`src/rtl/mem_bist_pkg.sv`:
```
// Shared types and constants for the memory BIST bus initiator.
package mem_bist_pkg;

  typedef enum logic [2:0] {
    IDLE,
    WRITE,
    WGAP,
    READ,
    RGAP,
    DONE
  } bist_state_e;

  localparam logic [3:0] WSTRB_WORD = 4'hF;
  localparam logic [3:0] WSTRB_READ = 4'h0;

  // Address-derived test pattern.
  function automatic logic [31:0] pattern(input logic [31:0] a, input logic [31:0] seed);
    return a ^ seed;
  endfunction

endpackage

```
`src/rtl/mem_bist_initiator.sv`:
```
// PicoRV32-native-bus initiator: writes a pattern over a word range, reads it back,
// and reports pass/fail, first mismatch, or a ready timeout.
module mem_bist_initiator
  import mem_bist_pkg::*;
#(
  parameter int TIMEOUT = 1024,
  parameter int CNT_W   = 16
) (
  input  logic              clk,
  input  logic              reset,
  input  logic              start,
  input  logic [31:0]       base_addr,
  input  logic [CNT_W-1:0]  word_count,
  input  logic [31:0]       seed,
  output logic              busy,
  output logic              done,
  output logic              pass,
  output logic              timeout,
  output logic [31:0]       err_addr,
  output logic [31:0]       err_expected,
  output logic [31:0]       err_actual,
  output logic              mem_valid,
  output logic              mem_instr,
  output logic [31:0]       mem_addr,
  output logic [31:0]       mem_wdata,
  output logic [3:0]        mem_wstrb,
  input  logic              mem_ready,
  input  logic [31:0]       mem_rdata,
  output bist_state_e       dbg_state
);

  localparam int WAIT_W = $clog2(TIMEOUT);
  localparam logic [WAIT_W-1:0] WAIT_LAST = WAIT_W'(TIMEOUT - 1);

  // Handshake: a transfer completes on the rising edge where mem_valid && mem_ready.
  // While mem_valid is high, mem_addr/mem_wdata/mem_wstrb do not change; mem_ready
  // while mem_valid is low is ignored.

  bist_state_e       state_q, state_d;
  logic [CNT_W-1:0]  idx_q, idx_d, count_q, count_d;
  logic [31:0]       base_q, base_d, seed_q, seed_d;
  logic [WAIT_W-1:0] wait_q, wait_d;
  logic              valid_d, busy_d, done_d, pass_d, timeout_d;
  logic [31:0]       addr_d, wdata_d, err_addr_d, err_exp_d, err_act_d;
  logic [3:0]        wstrb_d;
  logic [31:0]       start_addr, next_addr, cur_pattern;
  logic              last_word;

  assign mem_instr   = 1'b0;
  assign dbg_state   = state_q;
  assign start_addr  = base_addr & 32'hFFFF_FFFC;
  assign next_addr   = mem_addr + 32'd4;
  assign cur_pattern = pattern(mem_addr, seed_q);
  assign last_word   = (idx_q == count_q - CNT_W'(1));

  always_comb begin
    state_d    = state_q;
    idx_d      = idx_q;
    count_d    = count_q;
    base_d     = base_q;
    seed_d     = seed_q;
    wait_d     = wait_q;
    valid_d    = mem_valid;
    addr_d     = mem_addr;
    wdata_d    = mem_wdata;
    wstrb_d    = mem_wstrb;
    pass_d     = pass;
    timeout_d  = timeout;
    err_addr_d = err_addr;
    err_exp_d  = err_expected;
    err_act_d  = err_actual;

    case (state_q)
      IDLE: begin
        if (start) begin
          count_d    = word_count;
          base_d     = start_addr;
          seed_d     = seed;
          idx_d      = '0;
          wait_d     = '0;
          pass_d     = 1'b0;
          timeout_d  = 1'b0;
          err_addr_d = '0;
          err_exp_d  = '0;
          err_act_d  = '0;
          if (word_count == '0) begin
            state_d = DONE;
            pass_d  = 1'b1;
          end else begin
            state_d = WRITE;
            valid_d = 1'b1;
            addr_d  = start_addr;
            wdata_d = pattern(start_addr, seed);
            wstrb_d = WSTRB_WORD;
          end
        end
      end
      WRITE, READ: begin
        if (mem_ready) begin
          valid_d = 1'b0;
          if (state_q == WRITE) begin
            state_d = WGAP;
          end else if (mem_rdata != cur_pattern) begin
            state_d    = DONE;
            err_addr_d = mem_addr;
            err_exp_d  = cur_pattern;
            err_act_d  = mem_rdata;
          end else if (last_word) begin
            state_d = DONE;
            pass_d  = 1'b1;
          end else begin
            state_d = RGAP;
          end
        end else if (wait_q == WAIT_LAST) begin
          // Responder stuck: abandon the transfer and report where it hung.
          valid_d    = 1'b0;
          state_d    = DONE;
          timeout_d  = 1'b1;
          err_addr_d = mem_addr;
          err_exp_d  = cur_pattern;
          err_act_d  = '0;
        end else begin
          wait_d = wait_q + WAIT_W'(1);
        end
      end
      WGAP: begin
        valid_d = 1'b1;
        wait_d  = '0;
        if (last_word) begin
          state_d = READ;
          idx_d   = '0;
          addr_d  = base_q;
          wdata_d = '0;
          wstrb_d = WSTRB_READ;
        end else begin
          state_d = WRITE;
          idx_d   = idx_q + CNT_W'(1);
          addr_d  = next_addr;
          wdata_d = pattern(next_addr, seed_q);
        end
      end
      RGAP: begin
        state_d = READ;
        valid_d = 1'b1;
        wait_d  = '0;
        idx_d   = idx_q + CNT_W'(1);
        addr_d  = next_addr;
      end
      DONE:    state_d = IDLE;
      default: state_d = IDLE;
    endcase

    done_d = (state_d == DONE);
    busy_d = (state_d != IDLE);
  end

  always_ff @(posedge clk) begin
    if (reset) begin
      state_q      <= IDLE;
      idx_q        <= '0;
      count_q      <= '0;
      base_q       <= '0;
      seed_q       <= '0;
      wait_q       <= '0;
      mem_valid    <= 1'b0;
      mem_addr     <= '0;
      mem_wdata    <= '0;
      mem_wstrb    <= '0;
      busy         <= 1'b0;
      done         <= 1'b0;
      pass         <= 1'b0;
      timeout      <= 1'b0;
      err_addr     <= '0;
      err_expected <= '0;
      err_actual   <= '0;
    end else begin
      state_q      <= state_d;
      idx_q        <= idx_d;
      count_q      <= count_d;
      base_q       <= base_d;
      seed_q       <= seed_d;
      wait_q       <= wait_d;
      mem_valid    <= valid_d;
      mem_addr     <= addr_d;
      mem_wdata    <= wdata_d;
      mem_wstrb    <= wstrb_d;
      busy         <= busy_d;
      done         <= done_d;
      pass         <= pass_d;
      timeout      <= timeout_d;
      err_addr     <= err_addr_d;
      err_expected <= err_exp_d;
      err_actual   <= err_act_d;
    end
  end

endmodule

```
`config.mk`:
```
export PLATFORM = sky130hd
export DESIGN_NAME = mem_bist_initiator
export DESIGN_NICKNAME = d
export VERILOG_FILES = /design/src/rtl/mem_bist_pkg.sv /design/src/rtl/mem_bist_initiator.sv
export SDC_FILE = /design/constraint.sdc
export NUM_CORES = 1
export LEC_CHECK = 0
export ABC_AREA = 0
export BUFFER_PORTS_ARGS = -buffer_cell sky130_fd_sc_hd__buf_4
export CAP_MARGIN = 40
export CORE_MARGIN = 5
export CORE_UTILIZATION = 45
export DETAILED_ROUTE_END_ITERATION = 10
export GPL_TIMING_DRIVEN = 0
export PLACE_DENSITY = 0.81
export SYNTH_ARGS = -nofsm -noshare
export SYNTH_HDL_FRONTEND = slang
export SYNTH_SLANG_ARGS = --single-unit
```
`constraint.sdc`:
```
create_clock -name clk -period 2.7 [get_ports clk]
set_input_delay 0.54 -clock clk [delete_from_list [all_inputs] [get_ports clk]]
set_output_delay 0.54 -clock clk [all_outputs]
set_load 0.1 [all_outputs]
```
Yosys cells after proc, flatten, opt, wreduce, memory -nomap -nowiden
Index checks and enable logic that the tools add are counted.
{ "totals": {"reg_bits": 276, "word_cells": 124, "out_inout_bits": 173, "in_bits": 116} }
{ "op_classes": {"n_reduce_logical": 19, "muxes": 60, "bitwise": 3, "eq_ne": 21, "addsub": 4} }
{ "op_table": {"columns": ["op", "n"], "rows": [
  ["2-to-1 mux 32 bit", 19],
  ["one-hot mux 32 bit (2 select lines)", 4],
  ["one-hot mux 32 bit (3 select lines)", 1],
  ["XOR 32 bit", 3],
  ["one-hot mux 16 bit (3 select lines)", 1],
  ["adder 32 x 3 -> 32 bit (second input constant)", 1],
  ["2-to-1 mux 16 bit", 2],
  ["inequality test 32 bit", 1],
  ["2-to-1 mux 10 bit", 3],
  ["one-hot mux 10 bit (3 select lines)", 1],
  ["inequality test 2 bit (second input constant)", 10],
  ["adder 16 x 1 -> 16 bit (second input constant)", 1],
  ["equality test 16 bit", 1],
  ["logical NOT 16 bit", 1],
  ["AND reduction 4 bit", 4],
  ["subtractor 16 x 1 -> 16 bit (second input constant)", 1],
  ["2-to-1 mux 1 bit", 15],
  ["2-to-1 mux 3 bit", 5],
  ["2-to-1 mux 4 bit", 3],
  ["one-hot mux 3 bit (4 select lines)", 1],
  ["adder 10 x 1 -> 10 bit (second input constant)", 1],
  ["equality test 10 bit (second input constant)", 1],
  ["inequality test 3 bit (second input constant)", 3],
  ["nonzero test 3 bit", 3],
  ["14 further kinds", 21]
]} }

Logic depth before layout (Yosys ltp)
Gate-level depths: netlist (run 1).
{ "logic_depth": {"depth_word": 8, "depth_mapped": 12, "mapped_depth_nobuf": 10} }

Least setup slack after synthesis (run 1)
No wires, ideal clock.
{ "synth_timing": {"kind": "flip-flop to flip-flop", "start": "reg mem_addr[25]", "end": "reg err_actual[10]", "synth_period_minus_slack_ns": 3.263, "path_stages_with_launch": 13, "path_buffers": 4, "t_arrival_ns": 3.147, "required_time_ns": 2.584, "setup_time_ns": 0.116, "slack_ns": -0.563, "cell_sequence": "dfxtp_1 clkbuf_1 xnor3_1 nand4_1 nor4_1 nand4_1 nor2_1 o21a_1 clkbuf_1 clkbuf_1 buf_2 nor2_1 a31o_2"} }
{ "synth_between": {"elab_chain_len": 4} }
{ "synth_lines": {"columns": ["item", "line_no", "rtl"], "rows": [
  ["start, declared", "mem_bist_initiator.sv:24", "output logic [31:0] mem_addr,"],
  ["start signal, assigned", "mem_bist_initiator.sv:184", "mem_addr <= addr_d;"],
  ["XOR 32 bit", "mem_bist_pkg.sv:18", "return a ^ seed;"],
  ["inequality test 32 bit", "mem_bist_initiator.sv:103", "end else if (mem_rdata != cur_pattern) begin"],
  ["inequality test 3 bit (no source line)", null, null],
  ["AND reduction 5 bit (no source line)", null, null],
  ["end signal, assigned", "mem_bist_initiator.sv:193", "err_actual <= err_act_d;"],
  ["end, declared", "mem_bist_initiator.sv:21", "output logic [31:0] err_actual,"]
]} }
No other way between the ends.
A chain may end at the register's enable or synchronous reset.

Worst setup path in the final report (run 1)
{ "layout_timing": {"start": "reg count_q[7]", "end": "reg mem_addr[21]"} }
{ "layout_between": {"elab_chain_len": 4} }
{ "layout_lines": {"columns": ["item", "line_no", "rtl"], "rows": [
  ["start, declared", "mem_bist_initiator.sv:40", "logic [CNT_W-1:0] idx_q, idx_d, count_q, count_d;"],
  ["start signal, assigned", "mem_bist_initiator.sv:179", "count_q <= count_d;"],
  ["subtractor 16 x 1 -> 16 bit", "mem_bist_initiator.sv:54", "assign last_word = (idx_q == count_q - CNT_W'(1));"],
  ["equality test 16 bit", "mem_bist_initiator.sv:54", null],
  ["2-to-1 mux 32 bit", "mem_bist_initiator.sv:129", "if (last_word) begin"],
  ["one-hot mux 32 bit (3 select lines)", "mem_bist_initiator.sv:73", "case (state_q)"]
]} }
No other way between the ends.

==> results of run 1 <==
registers in the layout, summed over array words and instances (netlist names):
| name | flops |
|---|---|
| wait_q | 10 |
| base_q | 30 |
| err_expected | 32 |
| count_q | 16 |
| mem_wstrb | 1 |
| busy | 1 |
| dbg_state | 3 |
| err_actual | 32 |
| idx_q | 16 |
| err_addr | 31 |
| mem_valid | 1 |
| timeout | 1 |
| mem_wdata | 32 |
| done | 1 |
| pass | 1 |
| seed_q | 32 |
| mem_addr | 30 |
Yosys cell counts (4+ instances only):
| cell | n |
|---|---|
| or2_2 | 4 |
| o21ai_0 | 31 |
| a211o_1 | 4 |
| o31a_1 | 4 |
| xnor2_1 | 107 |
| and3_1 | 14 |
| a211oi_1 | 5 |
| a31oi_1 | 5 |
| nand2_1 | 306 |
| or3_1 | 42 |
| a221oi_1 | 40 |
| nand3b_1 | 31 |
| buf_4 | 8 |
| nor3_1 | 49 |
| a221o_1 | 4 |
| ha_1 | 4 |
| buf_1 | 5 |
| nand3_1 | 30 |
| xnor3_1 | 22 |
| dfxtp_1 | 270 |
| a21oi_1 | 168 |
| nor4_1 | 25 |
| and2_1 | 5 |
| buf_2 | 17 |
| inv_1 | 14 |
| nand4_1 | 25 |
| nor2_1 | 125 |
| a31o_2 | 32 |
| nor3b_1 | 6 |
| nand2b_1 | 5 |
| a21o_1 | 6 |
| xor2_1 | 46 |
| o211ai_1 | 7 |
| clkbuf_1 | 111 |
power breakdown:
group	leakage, nW	total [mW]	switching, mW	internal (mW)
clock	0.532	4.49	1.75	2.73
sequential	2.22	4.51	0.311	4.20
combinational	4.70	3.44	2.34	1.10
total	7.45	12.4	4.40	8.03
per-layer routing:
layer | part of all wire | global-route usage | routed length [um] | vias to the layer above
met3 | 0.11 | 0.0664 | 6360 | 216
li1 | - | - | - | 6428
met4 | 0.062 | 0.165 | 3670 | 0
met5 | 0 | 0 | 0 | -
met2 | 0.44 | 0.508 | 26000 | 1010
met1 | 0.39 | 0.443 | 22800 | 6977
path summary, 6_finish.rpt:
kind	startpoint	endpoint	slack, ns	cells past startpoint
worst max-delay path	count_q[7]	mem_addr[21]	-0.30	13
worst min register to register	err_addr[31]	err_addr[31]	0.45	2
worst min-delay path	word_count[4]	count_q[4]	0.23	3
worst max register to register	count_q[7]	mem_addr[21]	-0.30	13
per-stage QoR:
stage	hold WS, ns	area [um2]	TNS (ns)
4_1_cts	0.222	18400	-6.02
6_report	0.234	19000	-13.14
3_3_place_gp	0.441	16200	-165.96
2_1_floorplan	0.433	13600	0
5_1_grt	0.229	19000	-22.76
3_5_place_dp	0.445	16200	-162.12
kinds of logic (layout without fill, tap and decap cells):
logic type,count (synthesis),count (layout),synth area share
AOI/OAI and AO/OA,343,343,0.166
DFF,270,270,0.402
xor gates and xnor gates,175,175,0.137
and+or+nand+nor,681,682,0.238
buffers and inverters,160,544,0.0508
muxes,4,4,0.00307
adders and majority gates,4,4,0.00372
other,1,3,0.000279
critical path: stages (launching register included):
cell	delay [ns]
dfxtp_1	0.41
nor4_4	0.37
nand4_1	0.18
xnor2_1	0.26
o211ai_1	0.15
buf_4	0.17
nor4_4	0.26
buf_4	0.18
buf_4	0.12
a211o_1	0.17
buf_6	0.17
buf_12	0.13
o31ai_1	0.07
a211o_1	0.22
what timing repair did:
action	CTS	global route
hold endpoints to repair	0	0
cloned	7	0
endpoints found under the setup margin	181	192
hold buffers	0	0
resized for setup	165	113
setup buffers	40	16
pin swaps	51	78
cell type report:
| cell class | count | area share |
|---|---|---|
| multi-input cells | 1211 | 0.437 |
| flip-flops and latches | 270 | 0.291 |
| repair buffers | 350 | 0.149 |
| clock buffers | 45 | 0.0484 |
| plain buffers | 122 | 0.0368 |
| well taps | 390 | 0.0257 |
| clock inverters | 11 | 0.00836 |
| inverters | 16 | 0.00342 |
==> flow_metrics.env, run 1 <==
export IMPL_vdd_drop_max_mv=0.520
export IMPL_crit_type="register to register"
export IMPL_mostFrequentLayoutCell="buf_4"
export IMPL_ios=289
export IMPL_die_y_um=183
export IMPL_grt_first_pass_wirelength_um=85200
export IMPL_grt_max_degree=15
export IMPL_grt_overflow=0
export IMPL_synthTopCellsByArea="dfxtp_1 (40%), nand2_1 (8.5%), xnor2_1 (7.0%), a21oi_1 (6.3%), xnor3_1 (3.7%)"
export IMPL_hold_viol=0
export IMPL_avgSynthCellArea_um2=8.21
export IMPL_clk_pin_slew_worst_paths_ns=0.06
export IMPL_yosys_cell_types_count=69
export IMPL_end_kind="register"
export IMPL_dpl_hpwl_um=42700
export IMPL_die_x_um=183
export IMPL_drc=0
export IMPL_cts_root_buf="clkbuf_16"
export IMPL_area_growth_syn_to_layout_pct=41.4
export IMPL_drive_above_1_share=0.319
export IMPL_hold_path_class="primary input to register"
export IMPL_slew_violations=0
export IMPL_drt_iter0_drc=1948
export IMPL_synthCells=1638
export IMPL_start_util=0.455
export IMPL_viasPerCell=6.06
export IMPL_async_flop_share=0
export IMPL_finalCritPeriodShare=1.11
export IMPL_setup_viol=136
export IMPL_via_count=14631
export IMPL_grt_use_total=0.330
export IMPL_grt_setup_unrepaired="true"
export IMPL_synth_edff_count=0
export IMPL_dieArea_mm2=0.0334
export IMPL_maxCapViolations=0
export IMPL_cp_arrival_ns=3.44
export IMPL_first_pass_iters=6
export IMPL_fin_cells=2415
export IMPL_row_count=63
export IMPL_netlist_area_mm2=0.0134
export IMPL_relSlewSlack=0.236
export IMPL_fin_ws_ns=-0.297
export IMPL_p_leak_nw=7.45
export IMPL_status="finished, violations left"
export IMPL_power_mw=12.4
export IMPL_synth_top_area_frac=0.402
export IMPL_power_per_cell_area_mw_per_mm2=654
export IMPL_nets=2122
export IMPL_ys_seq_elements=270
export IMPL_cp_max_fo=6
export IMPL_start_kind="register"
export IMPL_tritoncts="yes"
export IMPL_ant_nets=0
export IMPL_grt_pass1_vias=14001
export IMPL_multi_input_area_mm2=0.00831
export IMPL_synthFlopType="dfxtp_1"
export IMPL_yosys_area_top_type="dfxtp_1"
export IMPL_final_cell_mix="buf_4 (328), nand2_1 (301), dfxtp_1 (230)"
export IMPL_grt_antenna_before_repair=0
export IMPL_core_area_mm2=0.0296
export IMPL_regArea_mm2=0.00553
export IMPL_port_buffers=281
export IMPL_wl_per_cell_um=24.3
export IMPL_fin_crit_ns=3.00
export IMPL_skew_ns=0.0102
export IMPL_yosysWarnings=0
export IMPL_wirelength_um=58800
export IMPL_cts_path_max_buffers=3
export IMPL_cts_made_buffers=31
export IMPL_final_util=0.643
export IMPL_dp_cells=2316
export IMPL_worstMarginPinSlew_ns=1.15
export IMPL_crit_required_ns=3.14
export IMPL_fillCellCount=2408
export IMPL_clk_latency_ns=0.56
export IMPL_htreeDepth=1
export IMPL_diodes=0
export IMPL_gp_congestion=0.983
export IMPL_pre_cts_ws_ns=-1.29
export IMPL_cts_sinks=270
export IMPL_ys_seq_area_frac=0.402
export IMPL_violations="setup timing"
export IMPL_max_freq_mhz=334
Note: power is estimated with default switching activity, not from simulation.
==> run 2, diff against run 1 <==
- CORE_MARGIN: 5 -> 2
- CORE_UTILIZATION: 45 -> 50
- PLACE_DENSITY: 0.81 -> 0.87
==> flow_metrics.env, run 2 (synthesized netlist as in run 1, its figures left out) <==
export IMPL_area_growth_syn_to_layout_pct=38.3
export IMPL_grt_max_degree=16
export IMPL_skew_ns=0.0284
export IMPL_wl_per_cell_um=24.1
export IMPL_regArea_mm2=0.00552
export IMPL_cp_max_fo=6
export IMPL_grt_pass1_vias=14126
export IMPL_setup_viol=177
export IMPL_drc=0
export IMPL_finalCritPeriodShare=1.11
export IMPL_maxCapViolations=0
export IMPL_relSlewSlack=0.333
export IMPL_wirelength_um=57000
export IMPL_grt_setup_unrepaired="true"
export IMPL_viasPerCell=6.35
export IMPL_fillCellCount=1972
export IMPL_cts_root_buf="clkbuf_16"
export IMPL_drt_iter0_drc=2206
export IMPL_design_area_mm2=0.0186
export IMPL_slew_violations=0
export IMPL_fin_ws_ns=-0.294
export IMPL_row_count=60
export IMPL_dpl_cell_area_mm2=0.0161
export IMPL_clk_latency_ns=0.58
export IMPL_power_per_cell_area_mw_per_mm2=646
export IMPL_grt_antenna_before_repair=1
export IMPL_via_count=15021
export IMPL_cp_arrival_ns=3.45
export IMPL_grt_use_total=0.383
export IMPL_hold_path_class="primary input to register"
export IMPL_die_y_um=168
export IMPL_nets=2124
export IMPL_crit_type="register to register"
export IMPL_clk_pin_slew_worst_paths_ns=0.06
export IMPL_end_kind="register"
export IMPL_first_pass_iters=7
export IMPL_final_cell_mix="buf_4 (328), nand2_1 (302), dfxtp_1 (232)"
export IMPL_gp_congestion=1.02
export IMPL_port_buffers=281
export IMPL_crit_required_ns=3.16
export IMPL_multi_input_area_mm2=0.00811
export IMPL_dieArea_mm2=0.0282
export IMPL_dpl_hpwl_um=40100
export IMPL_p_leak_nw=7.41
export IMPL_die_x_um=168
export IMPL_cts_sinks=270
export IMPL_ant_nets=0
export IMPL_status="finished, violations left"
export IMPL_ios=289
export IMPL_grt_overflow=0
export IMPL_hold_buffers=0
export IMPL_vdd_drop_max_mv=0.449
export IMPL_fin_hold_ws_ns=0.226
export IMPL_drive_above_1_share=0.320
export IMPL_worstMarginPinSlew_ns=1.00
export IMPL_cts_path_max_buffers=3
export IMPL_start_util=0.504
export IMPL_fin_crit_ns=2.99
export IMPL_core_area_mm2=0.0267
export IMPL_mostFrequentLayoutCell="buf_4"
export IMPL_violations="setup timing"
export IMPL_start_kind="register"
export IMPL_diodes=0
export IMPL_htreeDepth=1
export IMPL_tritoncts="yes"
export IMPL_max_freq_mhz=334
export IMPL_grt_first_pass_wirelength_um=82900
export IMPL_setup_tns_ns=-25.28
export IMPL_cts_made_buffers=29
export IMPL_hold_viol=0
run 2: cell types whose count changed in the layout (fill, tap and decap cells not counted), moves of 4 or more:
cell,previous run,this run
a221oi_2,23,37
a221oi_4,19,4
buf_8,10,5
clkbuf_1,73,68
clkbuf_2,22,28
o21ai_2,2,6
run 2: repair_timing:
action | CTS | global route
setup buffers | 43 | 12
endpoints found under the setup margin | 180 | 204
gates cloned | 8 | 1
resized for setup | 171 | 78
pin swaps | 59 | 77
run 2: path summary, 6_finish.rpt:
path                  end  slack, ns        start  cells past startpoint
max          mem_addr[21]      -0.29   count_q[8]                     11
min            seed_q[17]       0.23     seed[17]                      3
max reg2reg  mem_addr[21]      -0.29   count_q[8]                     11
min reg2reg   err_addr[7]       0.45  err_addr[7]                      2
run 2: worst max-delay path, stage by stage (launching register included):
cell	delay [ns]
dfxtp_4	0.37
or4_4	0.52
or3_4	0.36
a21oi_4	0.18
a31oi_4	0.07
nor4_4	0.42
buf_4	0.18
a211o_1	0.17
buf_6	0.15
buf_12	0.14
o31ai_4	0.06
a211o_1	0.27
run 2: metrics by stage:
step	worst slack (ns)	power (mW)	util	instances
3_5_place_dp	-1.33	7.50	0.605	2265
5_1_grt	-0.349	12.3	0.698	2367
3_3_place_gp	-1.26	7.45	0.604	2262
6_report	-0.294	12.0	0.698	2367
4_1_cts	-0.160	11.8	0.684	2356
2_1_floorplan	0.0102	6.56	-	1640
run 2: power by group:
part | total, mW | internal (mW) | switching (mW) | leakage [nW]
logic | 3.41 | 1.06 | 2.35 | 4.69
registers | 4.47 | 4.20 | 0.270 | 2.22
clock network | 4.15 | 2.38 | 1.76 | 0.496
run 2: final cells by class:
type | instances | area share
clock inverter | 12 | 0.00592
timing repair buffer | 347 | 0.149
multi-input combinational | 1211 | 0.436
clock buffer | 41 | 0.0475
inverter | 16 | 0.00350
sequential | 270 | 0.297
tap | 341 | 0.0229
buffer | 129 | 0.0381
run 2: layer usage:
| layer | global-route usage | wire length [um] | up-vias |
|---|---|---|---|
| li1 | - | - | 6452 |
| met1 | 0.490 | 20300 | 6990 |
| met2 | 0.580 | 24400 | 1273 |
| met3 | 0.0961 | 7910 | 304 |
| met4 | 0.240 | 4430 | 2 |
| met5 | 0.0122 | 49 | - |
